==> config.mk <==
export PLATFORM = sky130hd
export DESIGN_NAME = ps2_tx
export DESIGN_NICKNAME = d
export VERILOG_FILES = /design/src/rtl/ps2_pkg.sv /design/src/rtl/ps2_line_filter.sv /design/src/rtl/ps2_tx.sv
export SDC_FILE = /design/constraint.sdc
export NUM_CORES = 1
export LEC_CHECK = 0
export BUFFER_PORTS_ARGS = -buffer_cell sky130_fd_sc_hd__clkbuf_2
export CORE_MARGIN = 4
export CORE_UTILIZATION = 58
export DETAILED_ROUTE_END_ITERATION = 8
export HOLD_SLACK_MARGIN = 0.05
export PLACE_DENSITY = 0.88
export SYNTH_ARGS = -nofsm -noshare
export SYNTH_HDL_FRONTEND = slang
export SYNTH_SLANG_ARGS = --single-unit
==> constraint.sdc <==
create_clock -name clk -period 5 [get_ports clk]
set_input_delay 0.5 -clock clk [delete_from_list [all_inputs] [get_ports clk]]
set_output_delay 0.5 -clock clk [all_outputs]
set_load 0.05 [all_outputs]
==> src/rtl/ps2_pkg.sv <==
`default_nettype none
// +----------------------------------------------------------------------+
// | Module   : ps2_pkg                                                   |
// | Purpose  : Shared PS/2 definitions: transmitter state encoding,      |
// |            frame sizes, odd-parity helper and common commands.       |
// | Revision : 1.0  initial release                                      |
// +----------------------------------------------------------------------+
package ps2_pkg;

    typedef enum logic [2:0] {
        IDLE     = 3'd0,
        RTS      = 3'd1,
        START    = 3'd2,
        DATA     = 3'd3,
        ACK      = 3'd4,
        WAIT_REL = 3'd5
    } ps2_tx_state_t;

    localparam int PS2_DATA_BITS     = 8;
    localparam int PS2_TX_SHIFT_BITS = 10;

    localparam logic [7:0] PS2_CMD_SET_LED = 8'hED;

    // Odd parity: the bit that makes the total count of ones odd.
    function automatic logic ps2_odd_parity(input logic [PS2_DATA_BITS-1:0] d);
        return ~^d;
    endfunction

endpackage
`default_nettype wire

==> src/rtl/ps2_line_filter.sv <==
`default_nettype none
// +----------------------------------------------------------------------+
// | Module   : ps2_line_filter                                           |
// | Purpose  : Two-flop synchronizer plus glitch filter for one PS/2     |
// |            line, with single-cycle fall/rise ticks on the filtered   |
// |            level. Shared by the PS/2 transmitter and receiver.       |
// | Revision : 1.0  initial release                                      |
// +----------------------------------------------------------------------+
module ps2_line_filter #(
    parameter int FILTER_LEN = 8
) (
    input  logic clk,
    input  logic rst,
    input  logic line_in,
    output logic level,
    output logic fall_tick,
    output logic rise_tick
);

    localparam int CW = (FILTER_LEN > 1) ? $clog2(FILTER_LEN) : 1;

    logic [1:0]    sync;
    logic [CW-1:0] cnt;
    logic          settle;

    // The level flips on the FILTER_LEN-th consecutive sample that disagrees with it.
    assign settle = (sync[1] != level) && (cnt == CW'(FILTER_LEN - 1));

    // Bring the asynchronous line into the clk domain; idle bus is high.
    always_ff @(posedge clk) begin
        if (rst) begin
            sync <= 2'b11;
        end else begin
            sync <= {sync[0], line_in};
        end
    end

    // Count disagreeing samples, commit the new level and flag the edge.
    always_ff @(posedge clk) begin
        if (rst) begin
            level     <= 1'b1;
            cnt       <= '0;
            fall_tick <= 1'b0;
            rise_tick <= 1'b0;
        end else begin
            fall_tick <= settle & level;
            rise_tick <= settle & ~level;
            if (sync[1] == level) begin
                cnt <= '0;
            end else if (settle) begin
                level <= sync[1];
                cnt   <= '0;
            end else begin
                cnt <= cnt + 1'b1;
            end
        end
    end

endmodule
`default_nettype wire

==> src/rtl/ps2_tx.sv <==
`default_nettype none
// +----------------------------------------------------------------------+
// | Module   : ps2_tx                                                    |
// | Purpose  : Host-to-device PS/2 transmitter. Inhibits the bus, issues |
// |            a request-to-send, shifts out one byte with odd parity    |
// |            on device clock falls and checks the device ACK.          |
// | Options  : PS2_TX_TIMEOUT_EN - watchdog on device clock activity.   |
// | Revision : 1.0  initial release                                      |
// +----------------------------------------------------------------------+
module ps2_tx
    import ps2_pkg::*;
#(
    parameter int INHIBIT_CYCLES = 10000,
    parameter int FILTER_LEN     = 8,
    parameter int TIMEOUT_CYCLES = 2000000
) (
    input  logic       clk,
    input  logic       rst,
    input  logic       wr_ps2,
    input  logic [7:0] din,
    input  logic       ps2c_in,
    input  logic       ps2d_in,
    output logic       ps2c_oe,
    output logic       ps2d_oe,
    output logic       tx_idle,
    output logic       tx_done_tick,
    output logic       tx_err_tick
);

    localparam int                CNT_W    = (INHIBIT_CYCLES > 1) ? $clog2(INHIBIT_CYCLES) : 1;
    localparam logic [CNT_W-1:0]  RTS_LAST = CNT_W'(INHIBIT_CYCLES - 1);
    localparam logic [CNT_W-1:0]  RTS_HALF = CNT_W'(INHIBIT_CYCLES / 2);
    localparam logic [3:0]        LAST_BIT = 4'(PS2_TX_SHIFT_BITS - 1);

    ps2_tx_state_t                state, state_n;
    logic [PS2_TX_SHIFT_BITS-1:0] sreg, sreg_n;
    logic [3:0]                   bit_cnt, bit_cnt_n;
    logic [CNT_W-1:0]             cnt, cnt_n;
    logic                         ack_ok, ack_ok_n;
    logic                         data_oe, data_oe_n;
    logic                         done_n, err_n;
    logic                         c_lvl, c_fall, c_rise;
    logic                         d_lvl, d_fall, d_rise;
    logic                         wd_expired;
    logic                         unused_ok;

    ps2_line_filter #(.FILTER_LEN(FILTER_LEN)) u_filt_c (
        .clk       (clk),
        .rst       (rst),
        .line_in   (ps2c_in),
        .level     (c_lvl),
        .fall_tick (c_fall),
        .rise_tick (c_rise)
    );

    ps2_line_filter #(.FILTER_LEN(FILTER_LEN)) u_filt_d (
        .clk       (clk),
        .rst       (rst),
        .line_in   (ps2d_in),
        .level     (d_lvl),
        .fall_tick (d_fall),
        .rise_tick (d_rise)
    );

    // Data-line edges are never needed; only its level is sampled.
    assign unused_ok = ^{c_rise, d_fall, d_rise, (TIMEOUT_CYCLES > 0)};

`ifdef PS2_TX_TIMEOUT_EN
    localparam int WD_W = $clog2(TIMEOUT_CYCLES + 1);
    logic [WD_W-1:0] wd_cnt;

    assign wd_expired = (wd_cnt == WD_W'(TIMEOUT_CYCLES));

    // Cycles since the last device clock edge while the device owns the clock.
    always_ff @(posedge clk) begin
        if (rst || state == IDLE || state == RTS || c_fall || c_rise) begin
            wd_cnt <= '0;
        end else if (!wd_expired) begin
            wd_cnt <= wd_cnt + 1'b1;
        end
    end
`else
    assign wd_expired = 1'b0;
`endif

    // State and datapath registers.
    always_ff @(posedge clk) begin
        if (rst) begin
            state        <= IDLE;
            sreg         <= '0;
            bit_cnt      <= '0;
            cnt          <= '0;
            ack_ok       <= 1'b0;
            data_oe      <= 1'b0;
            tx_done_tick <= 1'b0;
            tx_err_tick  <= 1'b0;
        end else begin
            state        <= state_n;
            sreg         <= sreg_n;
            bit_cnt      <= bit_cnt_n;
            cnt          <= cnt_n;
            ack_ok       <= ack_ok_n;
            data_oe      <= data_oe_n;
            tx_done_tick <= done_n;
            tx_err_tick  <= err_n;
        end
    end

    // Next-state, datapath updates and line drive.
    always_comb begin
        state_n   = state;
        sreg_n    = sreg;
        bit_cnt_n = bit_cnt;
        cnt_n     = cnt;
        ack_ok_n  = ack_ok;
        data_oe_n = data_oe;
        done_n    = 1'b0;
        err_n     = 1'b0;
        ps2c_oe   = 1'b0;
        ps2d_oe   = 1'b0;
        tx_idle   = 1'b0;

        case (state)
            IDLE: begin
                tx_idle = 1'b1;
                // A strobe coinciding with the completion pulse is dropped.
                if (wr_ps2 && !tx_done_tick && !tx_err_tick) begin
                    sreg_n    = {1'b1, ps2_odd_parity(din), din};
                    bit_cnt_n = '0;
                    cnt_n     = '0;
                    data_oe_n = 1'b0;
                    state_n   = RTS;
                end
            end
            RTS: begin
                ps2c_oe = 1'b1;
                ps2d_oe = (cnt >= RTS_HALF);
                if (cnt == RTS_LAST) begin
                    cnt_n   = '0;
                    state_n = START;
                end else begin
                    cnt_n = cnt + 1'b1;
                end
            end
            START: begin
                ps2d_oe = 1'b1;
                // The first device fall already calls for data bit 0.
                if (c_fall) begin
                    data_oe_n = ~sreg[0];
                    sreg_n    = {1'b0, sreg[PS2_TX_SHIFT_BITS-1:1]};
                    bit_cnt_n = 4'd1;
                    state_n   = DATA;
                end
            end
            DATA: begin
                ps2d_oe = data_oe;
                if (c_fall) begin
                    data_oe_n = ~sreg[0];
                    sreg_n    = {1'b0, sreg[PS2_TX_SHIFT_BITS-1:1]};
                    bit_cnt_n = bit_cnt + 1'b1;
                    if (bit_cnt == LAST_BIT) begin
                        state_n = ACK;
                    end
                end
            end
            ACK: begin
                if (c_fall) begin
                    ack_ok_n = ~d_lvl;
                    state_n  = WAIT_REL;
                end
            end
            WAIT_REL: begin
                if (c_lvl && d_lvl) begin
                    done_n  = ack_ok;
                    err_n   = ~ack_ok;
                    state_n = IDLE;
                end
            end
            default: begin
                state_n = IDLE;
            end
        endcase

        // A silent device aborts the frame; lines release as the state leaves.
        if (wd_expired && state != IDLE && state != RTS) begin
            state_n   = IDLE;
            data_oe_n = 1'b0;
            done_n    = 1'b0;
            err_n     = 1'b1;
        end
    end

endmodule
`default_nettype wire

### Word-level counts from Yosys, hierarchy flattened

Cells that the tools add are included.
Widths: inputs -> output; s select.

* register bits: 48
* bits in latches: 0
* memory bits (writable): 0
* ROM bits: 0
* bits of input ports: 13
* output and inout bits: 5
* word-level logic and storage cells: 96
* memories kept: 0

* add/subtract/negate cells: 4
* $mul: 0
* div/mod/pow operators: 0
* order comparisons: 1
* equality and inequality tests: 21
* shift operators: 0
* mux-type cells: 24
* bitwise logic cells: 8
* reduce and logical (&&, ||, !) cells: 23

Operators with widths (count)
* $mux 14: 2
* $pmux 14 s2: 1
* $mux 3: 7
* $mux 10: 2
* $pmux 10 s2: 1
* $pmux 3 s6: 1
* $add 14x1->14 const B: 1
* $eq 14x14->1 const B: 1
* $ge 14x13->1 const B: 1
* $eq 3x3->1 const B: 4
* $mux 4: 3
* $pmux 4 s3: 1
* $reduce_or 3->1: 3
* $ne 2x1->1 const B: 4
* $ne 2x2->1 const B: 4
* $reduce_and 2->1: 4
* $reduce_xnor 8->1: 1
* $not 1->1: 7
* $reduce_and 7->1: 1
* $add 3x1->3 const B: 2
* $eq 3x2->1 const B: 2
* $logic_and 1x1->1: 5
* $add 4x1->4 const B: 1
* $eq 4x4->1 const B: 1
* 14 further kinds: 21

### Longest topological paths before layout

Gate-level depths: netlist of the first run.

* depth in word-level cells: 5
* depth in mapped cells: 6
* mapped depth without buffers: 6

### Modules after synthesis

A second synthesis of the first run with hierarchy kept.

* cell total of the unflattened synthesis: 269
* area total of the unflattened synthesis: 2373.5 sq um

Modules (own cells, without submodules)
* ps2_tx: instances 1, cells an instance 229, area an instance 1830.5 sq um, seq. area each 700.7 sq um
* ps2_line_filter: instances 2, cells an instance 20, area an instance 271.5 sq um, seq. area each 160.2 sq um

### Least setup slack after synthesis of the first run

No wires, ideal clock.

* path type: reg-to-reg
* start: register state[2]
* end: register bit_cnt[1]
* setup time: 0.070 ns
* arrival: 2.593 ns
* required time: 4.930 ns
* path slack: 2.337 ns
* cell stages (with the launch flop): 5
* path buffers: 0
* period minus slack after synthesis: 2.663 ns
* path through: dfxtp_1 -> nor3_1 -> a21boi_1 -> or3_1 -> a21oi_1

* cells in the longest elaborated chain, start to end: 3
* elaborated cells on any way between the ends: 9
* those cells by class: eq/ne: 5; mux: 1; reduce/logical: 3

RTL lines
* start: declaration: RTL line ps2_tx.sv:35 `ps2_tx_state_t state, state_n;`
* start signal: assignment: RTL line ps2_tx.sv:98 `state <= state_n;`
* $eq 3x2->1 / $logic_not 3->1 (equally long branches): RTL line ps2_tx.sv:123 `case (state)`
* $ne 2x1->1 (no line), or another cell as far along
* $reduce_and 4->1 (no line)
* end signal: assignment: RTL line ps2_tx.sv:100 `bit_cnt <= bit_cnt_n;`
* end: declaration: RTL line ps2_tx.sv:37 `logic [3:0] bit_cnt, bit_cnt_n;`

Several ways; a longest one is shown, not always the timed one.
A chain may end at the register's enable or synchronous reset.

### Final worst setup path of the first run

* start: register cnt[4]
* end: output port ps2d_oe

* cells in the longest elaborated chain, start to end: 2

RTL lines
* start: declaration: RTL line ps2_tx.sv:38 `logic [CNT_W-1:0] cnt, cnt_n;`
* start signal: assignment: RTL line ps2_tx.sv:101 `cnt <= cnt_n;`
* $ge 14x13->1: RTL line ps2_tx.sv:137 `ps2d_oe = (cnt >= RTS_HALF);`
* $pmux 1 s3: RTL line ps2_tx.sv:123
* end: declaration: RTL line ps2_tx.sv:24 `output logic ps2d_oe,`

Every way passes these cells.

==> results of run 1 <==
==> placed cells by master (no fill, tap or decap), drive strengths merged, types with 3 or more instances in the layout <==
cell type  count
or2            5
or3            6
inv           10
nor2b          6
ha             8
and3           3
nor3b          4
nand2         29
o21ai          8
clkbuf        22
dfxtp         48
nand4          3
a21oi         11
nor4           8
nor2          18
and2           7
a211oi         3
a22o           3
o41ai          3
nand3b         3
nor3           4
xnor2         10
a311oi        10
nand2b         5
a211o          4
a221o          4
or3b           3
nand3         10
==> state kept, by name (all words and copies together) (netlist names), 2 cells and up <==
| signal | count |
|---|---|
| u_filt_c.sync | 2 |
| u_filt_d.sync | 2 |
| state | 3 |
| bit_cnt | 4 |
| u_filt_d.cnt | 3 |
| cnt | 14 |
| u_filt_c.cnt | 3 |
| sreg | 10 |
==> worst max-delay path by stage <==
stage,to,slack (ps),cells after the start
finish,ps2d_oe,2550,5
global route,ps2d_oe,2410,5
CTS,ps2d_oe,2540,5
detailed placement,cnt[7]$_SDFFE_PP0P_,2640,5
global placement,cnt[7]$_SDFFE_PP0P_,2740,5
floorplan,bit_cnt[1]$_SDFFE_PP0P_,2340,4
==> metrics by stage <==
| step | total power, mW | setup slack [ps] | cells | hold slack [ps] |
|---|---|---|---|---|
| after floorplan | 0.494 | 2340 | 273 | 389 |
| after global placement | 0.511 | 2740 | 325 | 394 |
| after detailed placement | 0.513 | 2640 | 325 | 400 |
| after CTS | 0.795 | 2540 | 333 | 361 |
| after global routing | 0.825 | 2410 | 333 | 368 |
| final | 0.791 | 2550 | 333 | 369 |
==> final cells by class <==
class | instances | area [um2]
inverter | 9 | 33.8
timing repair buffer | 17 | 85.1
tap | 50 | 62.6
clock buffer | 5 | 68.8
fill | 332 | 1400
sequential | 48 | 961
multi-input combinational | 201 | 1350
clock inverter | 3 | 46.3
==> cell families after synthesis <==
group	count (synthesis)	share of synthesized area (%)
AO/OA/AOI/OAI	58	18.7
XOR/XNOR	11	4.00
adder cells (fa/ha/maj)	8	4.16
buffers and inverters	24	4.21
flip-flops	48	39.9
multiplexers	1	0.416
AND/OR/NAND/NOR	123	28.7
==> power groups by stage <==
stage | sequential (mW) | clock (mW) | combinational [mW]
after floorplan | 0.413 | 0 | 0.0811
after global placement | 0.417 | 0 | 0.0933
after detailed placement | 0.417 | 0 | 0.0960
after CTS | 0.408 | 0.289 | 0.0974
after global routing | 0.411 | 0.305 | 0.109
final | 0.409 | 0.285 | 0.0975
==> worst reg2reg max path, stage by stage (launching register included) <==
cell,delay [ps]
dfxtp_1,420
ha_1,240
nand3_1,190
o41ai_4,900
nor2_2,180
a221o_1,370
==> per-layer routing <==
metal	wire length (um)	global-route usage (%)	vias up
met3	232	5.40	10
met4	100	8.40	0
li1	-	-	1019
met5	0	0	-
met1	2270	27.1	975
met2	2210	31.5	48
==> results.yml, run 1 <==
run_status:
  outcome: "completed"
power_and_ir_drop:
  seqPwrFrac_pct: 51.7
  p_per_area_nw_per_um2: 304
  power.internal_mw: 0.586
  clkPwrFrac_pct: 36.0
  swShare_pct: 26.0
  p_leak_nw: 1.02
  vdd_drop_max_v: 0.000193
  comb_power_share_pct: 12.3
  netSwitchingPower_mw: 0.206
logic_synthesis:
  synthArstFlopShare_pct: 0
  synth-main-ff-cell: "dfxtp_1"
  synth.most_common_cell: "dfxtp_1"
  synth_nets: 294
  ys_ff_latch: 48
  avgSynthCellArea_um2: 8.82
  synth_area_leader_cell: "dfxtp_1"
  synth_cells: 273
  synth_top_area_share_pct: 39.9
  synth_common_cells: "48 x dfxtp_1, 29 x nand2_1, 17 x nor2_1"
  synth_area_um2: 2410
  netlist_top_cells_area: "dfxtp_1 40%, nand2_1 4.5%, ha_1 4.2%"
  synth_edf_count: 0
  yosysUniqueCellTypes: 54
  yosysSeqAreaShare_pct: 39.9
  ys.warnings.count: 0
place:
  hpwlAfterDp_mm: 3.27
  portBuffers: 17
  place_area_um2: 2490
  place_congestion: 0.794
route:
  ant_nets: 0
  drt_iter0_markers: 187
  drc_errors: 0
  drtPass1Iterations: 7
  routed_wl_mm: 4.82
  wl_per_cell_um: 14.5
  route.vias.total: 2052
  viasPerCell: 6.16
timing:
  setup_tns_ps: 0
  max_freq_mhz: 409
  period_minus_slack_ps: 2450
  slew-limit-headroom_pct: 33.6
  min_period_over_period_pct: 48.9
  grt_setup_unrepaired: "false"
  finClkSkew_ps: 9.31
  drv_slew: 0
  finalSetupViolations: 0
  worst_pin_slew_ps: 996
  hold_viol_final: 0
grt:
  grt_pass1_vias: 1894
  antenna_found_initial: 0
  grt_first_pass_wirelength_mm: 8.43
  grt.overflow.total: 0
  grtUsageTotal_pct: 20.4
  grt_max_degree: 53
worst_setup_path:
  max_stage_delay_ps: 430
  worstSetupEndpointType: "output pin"
  crit_buf_inv: 1
  criticalPathCategory: "reg -> out"
  critPathTopFamily: "compound AO/OA/AOI/OAI gates"
  worstReg2RegStart: "cnt[1]$_SDFFE_PP0P_"
  path_cells: "or3_4 -> o2111a_1 -> o31ai_1 -> a31oi_1 -> clkbuf_2"
  startpoint_type: "register"
  r2r-end: "cnt[11]$_SDFFE_PP0P_"
  critPathRequiredTime_ps: 4500
  crit_path_top_delay_cell: "or3_4"
  reg2reg_setup_slack_ps: 2600
  worst_ep_arrival_time_ps: 1950
  rr_worst_depth: 5
  critPathLaunch: "cnt[4]$_SDFFE_PP0P_"
  worst-path-max-fanout: 7
run:
  drv.max_cap_violation_count: 0
clock_network:
  holdBufCountCts: 0
  cts_resized: 0
  cts-buffers-inserted: 5
  cts.htree.levels: 2
  cts_buffer_depth: 2
  clk-insertion-delay-late_ps: 300
  postCtsSetupRepairBufs: 0
  cts_sinks: 48
  cts_tree: "built"
  clk_pin_slew_ps: 90
  cts-root-buf: "clkbuf_8"
hold_path:
  holdPathStages: 2
  min_from: "ps2c_in"
  min_to: "u_filt_c.sync[0]$_SDFF_PP1_"
  min_path_type: "in -> reg"
floorplan:
  die_width_um: 72.4
  io_pins: 18
  initial_utilization_pct: 60.2
  die_y_um: 72.4
  core_um2: 4000
  fp-row-count: 23
  die_area_um2: 5250
cells_and_area:
  final_net_count: 303
  antennaDiodeCount: 0
  final_layout_size_suffix_gt1_share_pct: 13.4
  syn_to_final_growth_pct: 8.10
  fin_area_um2: 2600
  final_util_pct: 65.1
No activity file was read; power rests on OpenSTA's default activity.
==> run 2, diff against run 1 <==
--- a/config.mk
+++ b/config.mk
@@ -7,10 +7,10 @@
 export LEC_CHECK = 0
 export BUFFER_PORTS_ARGS = -buffer_cell sky130_fd_sc_hd__clkbuf_2
 export CORE_MARGIN = 4
-export CORE_UTILIZATION = 58
+export CORE_UTILIZATION = 53
 export DETAILED_ROUTE_END_ITERATION = 8
 export HOLD_SLACK_MARGIN = 0.05
-export PLACE_DENSITY = 0.88
+export PLACE_DENSITY = 0.85
 export SYNTH_ARGS = -nofsm -noshare
 export SYNTH_HDL_FRONTEND = slang
 export SYNTH_SLANG_ARGS = --single-unit
==> constraint.sdc (replaced) <==
create_clock -name clk -period 2 [get_ports clk]
set_input_delay 0.2 -clock clk [delete_from_list [all_inputs] [get_ports clk]]
set_output_delay 0.2 -clock clk [all_outputs]
set_load 0.05 [all_outputs]
==> run 2 against run 1 <==
The run now ends with negative setup slack left; setup slack lost 2600 ps; core utilization shrank 1.5 points; via count grew 2.6%; power grew to 2.5 times the previous value; worst hold slack lost 300 ps; sequential cell count is the same.
==> results.yml, run 2 (synthesis gave the netlist of run 1 again) <==
cells_and_area:
  reg.largest.list: "cnt: 14 flops, sreg: 10 flops, bit_cnt: 4 flops"
  regArea_um2: 965
  largest_register: "cnt"
  final_cell_mix: "45 x dfxtp_1, 29 x nand2_1, 17 x nor2_1, 17 x buf_4, 16 x clkbuf_2"
  syn_to_final_growth_pct: 15.8
  final_common_cell: "dfxtp_1"
  antennaDiodeCount: 0
  final_util_pct: 63.6
  multi_input_comb_area_um2: 1390
  n_fill_cell: 361
  largest_reg_flops: 14
  final_layout_size_suffix_gt1_share_pct: 21.7
  final_net_count: 320
floorplan:
  initial_utilization_pct: 54.9
  die_area_um2: 5690
  core_um2: 4380
  die_y_um: 75.4
  die_width_um: 75.4
  fp-row-count: 24
  io_pins: 18
route:
  ant_nets: 0
  routed_wl_mm: 5.13
  drc_errors: 0
  viasPerCell: 5.98
  wl_per_cell_um: 14.6
  route.vias.total: 2105
  drt_iter0_markers: 216
  drtPass1Iterations: 4
timing:
  grt_setup_unrepaired: "true"
  hold_viol_final: 0
  period_minus_slack_ps: 2020
  fin_ws_ps: -15.7
  hold_slack_ps: 70.6
  drv_slew: 0
  worst_pin_slew_ps: 673
  min_period_over_period_pct: 101
  slew-limit-headroom_pct: 55.1
  max_freq_mhz: 496
  finalSetupViolations: 1
  finClkSkew_ps: 7.12
worst_setup_path:
  max_stage_delay_ps: 410
  worst-path-max-fanout: 3
  critPathRequiredTime_ps: 1800
  criticalPathCategory: "reg -> out"
  worstSetupEndpointType: "output pin"
  crit_path_top_delay_cell: "or3_4"
  critPathTopFamily: "compound AO/OA/AOI/OAI gates"
  startpoint_type: "register"
  path_cells: "or3_4 -> o2111a_1 -> o31ai_2 -> a31oi_1 -> clkbuf_8"
  crit_buf_inv: 1
  worst_ep_arrival_time_ps: 1820
hold_path:
  min_path_type: "in -> reg"
grt:
  grt_pass1_vias: 1951
  grt.overflow.total: 0
  grt_max_degree: 37
  grtUsageTotal_pct: 19.4
  antenna_found_initial: 0
  grt_first_pass_wirelength_mm: 8.57
place:
  portBuffers: 17
  place_congestion: 0.807
  hpwlAfterDp_mm: 3.44
power_and_ir_drop:
  vdd_drop_max_v: 0.000430
  clkPwrFrac_pct: 34.7
  p_leak_nw: 1.11
  swShare_pct: 25.8
  seqPwrFrac_pct: 50.6
  p_per_area_nw_per_um2: 718
  comb_power_share_pct: 14.7
  power.internal_mw: 1.49
  netSwitchingPower_mw: 0.517
clock_network:
  clk-insertion-delay-late_ps: 300
  cts_tree: "built"
  cts_sinks: 48
  clk_pin_slew_ps: 90
  cts-buffers-inserted: 5
  cts_buffer_depth: 2
  cts-root-buf: "clkbuf_8"
  holdBufCountCts: 0
  cts.htree.levels: 2
run_status:
  violations: "negative setup slack"
  outcome: "complete, but fails checks"
run:
  drv.max_cap_violation_count: 0
run 2: worst register-to-register path: stages, from the launching register on:
cell	delay, ps
dfxtp_2	330
or4b_4	550
o41ai_4	470
buf_4	220
nor4b_1	60
a221o_1	270
run 2: through the flow:
stage | cells | setup WS, ps | setup TNS [ps] | cell area (um2) | total power, mW
after floorplan | 273 | 20.9 | 0 | 2430 | 1.24
after global placement | 343 | 146 | 0 | 2630 | 1.31
after detailed placement | 343 | 92.1 | 0 | 2630 | 1.31
after CTS | 351 | -2.29 | -2.29 | 2750 | 2.01
after global routing | 352 | -104 | -520 | 2790 | 2.10
final | 352 | -15.7 | -15.7 | 2790 | 2.00
run 2: path summary, 6_finish.rpt:
kind,start,to,slack (ps),depth (start not counted)
max,cnt[4]$_SDFFE_PP0P_,ps2d_oe,-20,5
min,ps2d_in,u_filt_d.sync[0]$_SDFF_PP1_,70,2
max reg2reg,cnt[7]$_SDFFE_PP0P_,cnt[11]$_SDFFE_PP0P_,10,5
min reg2reg,u_filt_d.sync[0]$_SDFF_PP1_,u_filt_d.sync[1]$_SDFF_PP1_,420,1
run 2: power groups by stage:
stage	registers (mW)	clock network, mW	logic, mW
3_5_place_dp	1.03	0	0.279
3_3_place_gp	1.03	0	0.274
4_1_cts	1.01	0.718	0.284
2_1_floorplan	1.03	0	0.208
5_1_grt	1.02	0.757	0.321
6_report	1.01	0.696	0.294
run 2: layout make-up:
class                   count  share of cell area (%)
clock buffers               5                    2.47
clock inverters             3                    1.53
inverters                   9                    1.35
multi-input cells         201                    49.8
flip-flops and latches     48                    34.6
well taps                  52                    2.33
repair buffers             34                    7.94
run 2: timing repair:
action / CTS / global route
buffers inserted: 0 / 1
endpoints found under the setup margin: 1 / 10
gates resized for setup: 3 / 7
pin swaps: 1 / 6
run 2: layer usage:
metal	up-vias	wire length, um	global-route usage [%]
met5	-	0	0
met4	0	78	7.57
met3	6	173	4.22
met2	37	2580	32.5
met1	1008	2300	24.2
li1	1054	-	-
==> run 3, diff against run 2 <==
--- a/config.mk
+++ b/config.mk
@@ -11,6 +11,7 @@
 export DETAILED_ROUTE_END_ITERATION = 8
 export HOLD_SLACK_MARGIN = 0.05
 export PLACE_DENSITY = 0.85
+export SETUP_SLACK_MARGIN = 0.05
 export SYNTH_ARGS = -nofsm -noshare
 export SYNTH_HDL_FRONTEND = slang
 export SYNTH_SLANG_ARGS = --single-unit
==> run 3 against run 2 <==
The flow still finishes with violations (negative setup slack); register-to-register slack barely moved; clock-buffer cell count did not move; critical path depth did not move; maximum frequency rose by 0.45%; critical endpoint unchanged; design area rose by 0.31%; power barely moved; setup slack improved by 9.0 ps; combinational power barely moved; sequential power barely moved.
==> results.yml, run 3 (synthesis gave the netlist of run 1 again) <==
grt:
  grtUsageTotal_pct: 19.4
  antenna_found_initial: 0
  grt_max_degree: 37
  grt_first_pass_wirelength_mm: 8.57
  grt_pass1_vias: 1951
  grt.overflow.total: 0
clock_network:
  clk_pin_slew_ps: 90
  cts.htree.levels: 2
  cts_tree: "built"
  cts_sinks: 48
  cts-root-buf: "clkbuf_8"
  clk-insertion-delay-late_ps: 300
  holdBufCountCts: 0
  cts-buffers-inserted: 5
  cts_buffer_depth: 2
cells_and_area:
  final_common_cell: "dfxtp_1"
  reg.largest.list: "cnt: 14 flops, sreg: 10 flops, bit_cnt: 4 flops"
  syn_to_final_growth_pct: 16.2
  final_cell_count_no_fill: 352
  final_util_pct: 63.8
  final_layout_size_suffix_gt1_share_pct: 22.3
  antennaDiodeCount: 0
  largest_reg_flops: 14
  final_net_count: 320
  final_cell_mix: "45 x dfxtp_1, 29 x nand2_1, 17 x nor2_1, 17 x buf_4, 16 x clkbuf_2"
  largest_register: "cnt"
  fin_area_um2: 2800
worst_setup_path:
  startpoint_type: "register"
  worstSetupEndpointType: "output pin"
  worst_ep_arrival_time_ps: 1810
  criticalPathCategory: "reg -> out"
  critPathRequiredTime_ps: 1800
  worst-path-max-fanout: 3
route:
  route.vias.total: 2103
  wl_per_cell_um: 14.6
  drt_iter0_markers: 188
  routed_wl_mm: 5.16
  ant_nets: 0
  drtPass1Iterations: 4
  drc_errors: 0
  viasPerCell: 5.97
power_and_ir_drop:
  fin_total_pwr_mw: 2.01
  p_leak_nw: 1.11
  p_per_area_nw_per_um2: 717
  vdd_drop_max_v: 0.000431
timing:
  finalSetupViolations: 1
  min_period_over_period_pct: 100
  drv_slew: 0
  max_freq_mhz: 498
  worst_pin_slew_ps: 688
  finClkSkew_ps: 6.03
  slew-limit-headroom_pct: 53.9
  hold_slack_ps: 69.1
  hold_viol_final: 0
  period_minus_slack_ps: 2010
  grt_setup_unrepaired: "true"
  fin_ws_ps: -6.65
floorplan:
  core_um2: 4380
  die_y_um: 75.4
  fp-row-count: 24
  die_area_um2: 5690
  die_width_um: 75.4
  initial_utilization_pct: 54.9
  io_pins: 18
place:
  place_congestion: 0.807
  dp_cells: 343
  hpwlAfterDp_mm: 3.44
  portBuffers: 17
  place_area_um2: 2630
hold_path:
  min_path_type: "in -> reg"
run_status:
  outcome: "complete, but fails checks"
  violations: "negative setup slack"
run:
  drv.max_cap_violation_count: 0
-- run 3: stage by stage --
stage | TNS [ps] | setup slack [ps]
6_report | -6.65 | -6.65
5_1_grt | -525 | -104
4_1_cts | -2.29 | -2.29
3_5_place_dp | 0 | 92.1
3_3_place_gp | 0 | 146
2_1_floorplan | 0 | 20.9
-- run 3: worst paths after layout --
| kind | start | endpoint | slack (ps) | cells after the start |
|---|---|---|---|---|
| hold reg to reg | u_filt_d.sync[0]$_SDFF_PP1_ | u_filt_d.sync[1]$_SDFF_PP1_ | 420 | 1 |
| setup / recovery | cnt[4]$_SDFFE_PP0P_ | ps2d_oe | -7 | 5 |
| hold / removal | ps2d_in | u_filt_d.sync[0]$_SDFF_PP1_ | 70 | 2 |
| setup reg to reg | cnt[7]$_SDFFE_PP0P_ | cnt[11]$_SDFFE_PP0P_ | 0 | 5 |
-- run 3: where the power goes --
group,switching [mW],internal (mW)
clock,0.329,0.370
combinational,0.169,0.124
sequential,0.0206,0.992
total,0.519,1.49
-- run 3: critical path: stages, from the launching register on --
cell      delay [ps]
dfxtp_2          330
or3_4            400
o2111a_1         270
o31ai_2          190
a31oi_1          120
clkbuf_8         190
-- run 3: metal layers --
layer,share of wire (%),global-route usage [%],up-vias
li1,-,-,1050
met4,1.5,7.57,0
met3,4.9,4.22,6
met2,50,32.5,50
met5,0,0,-
met1,43,24.2,997
-- run 3: cell type report --
cell class | instances | area [um2]
fill | 361 | 1590
multi-input combinational | 201 | 1400
sequential | 48 | 965
timing repair buffer | 34 | 221
clock buffer | 5 | 68.8
tap | 52 | 65.1
clock inverter | 3 | 42.5
inverter | 9 | 37.5
-- run 3: repair_timing --
| action | CTS | global route |
|---|---|---|
| endpoints found under the hold margin | 0 | 0 |
| setup buffers | 0 | 1 |
| setup endpoints to repair | 1 | 11 |
| pin swaps | 1 | 8 |
| resized for setup | 3 | 9 |
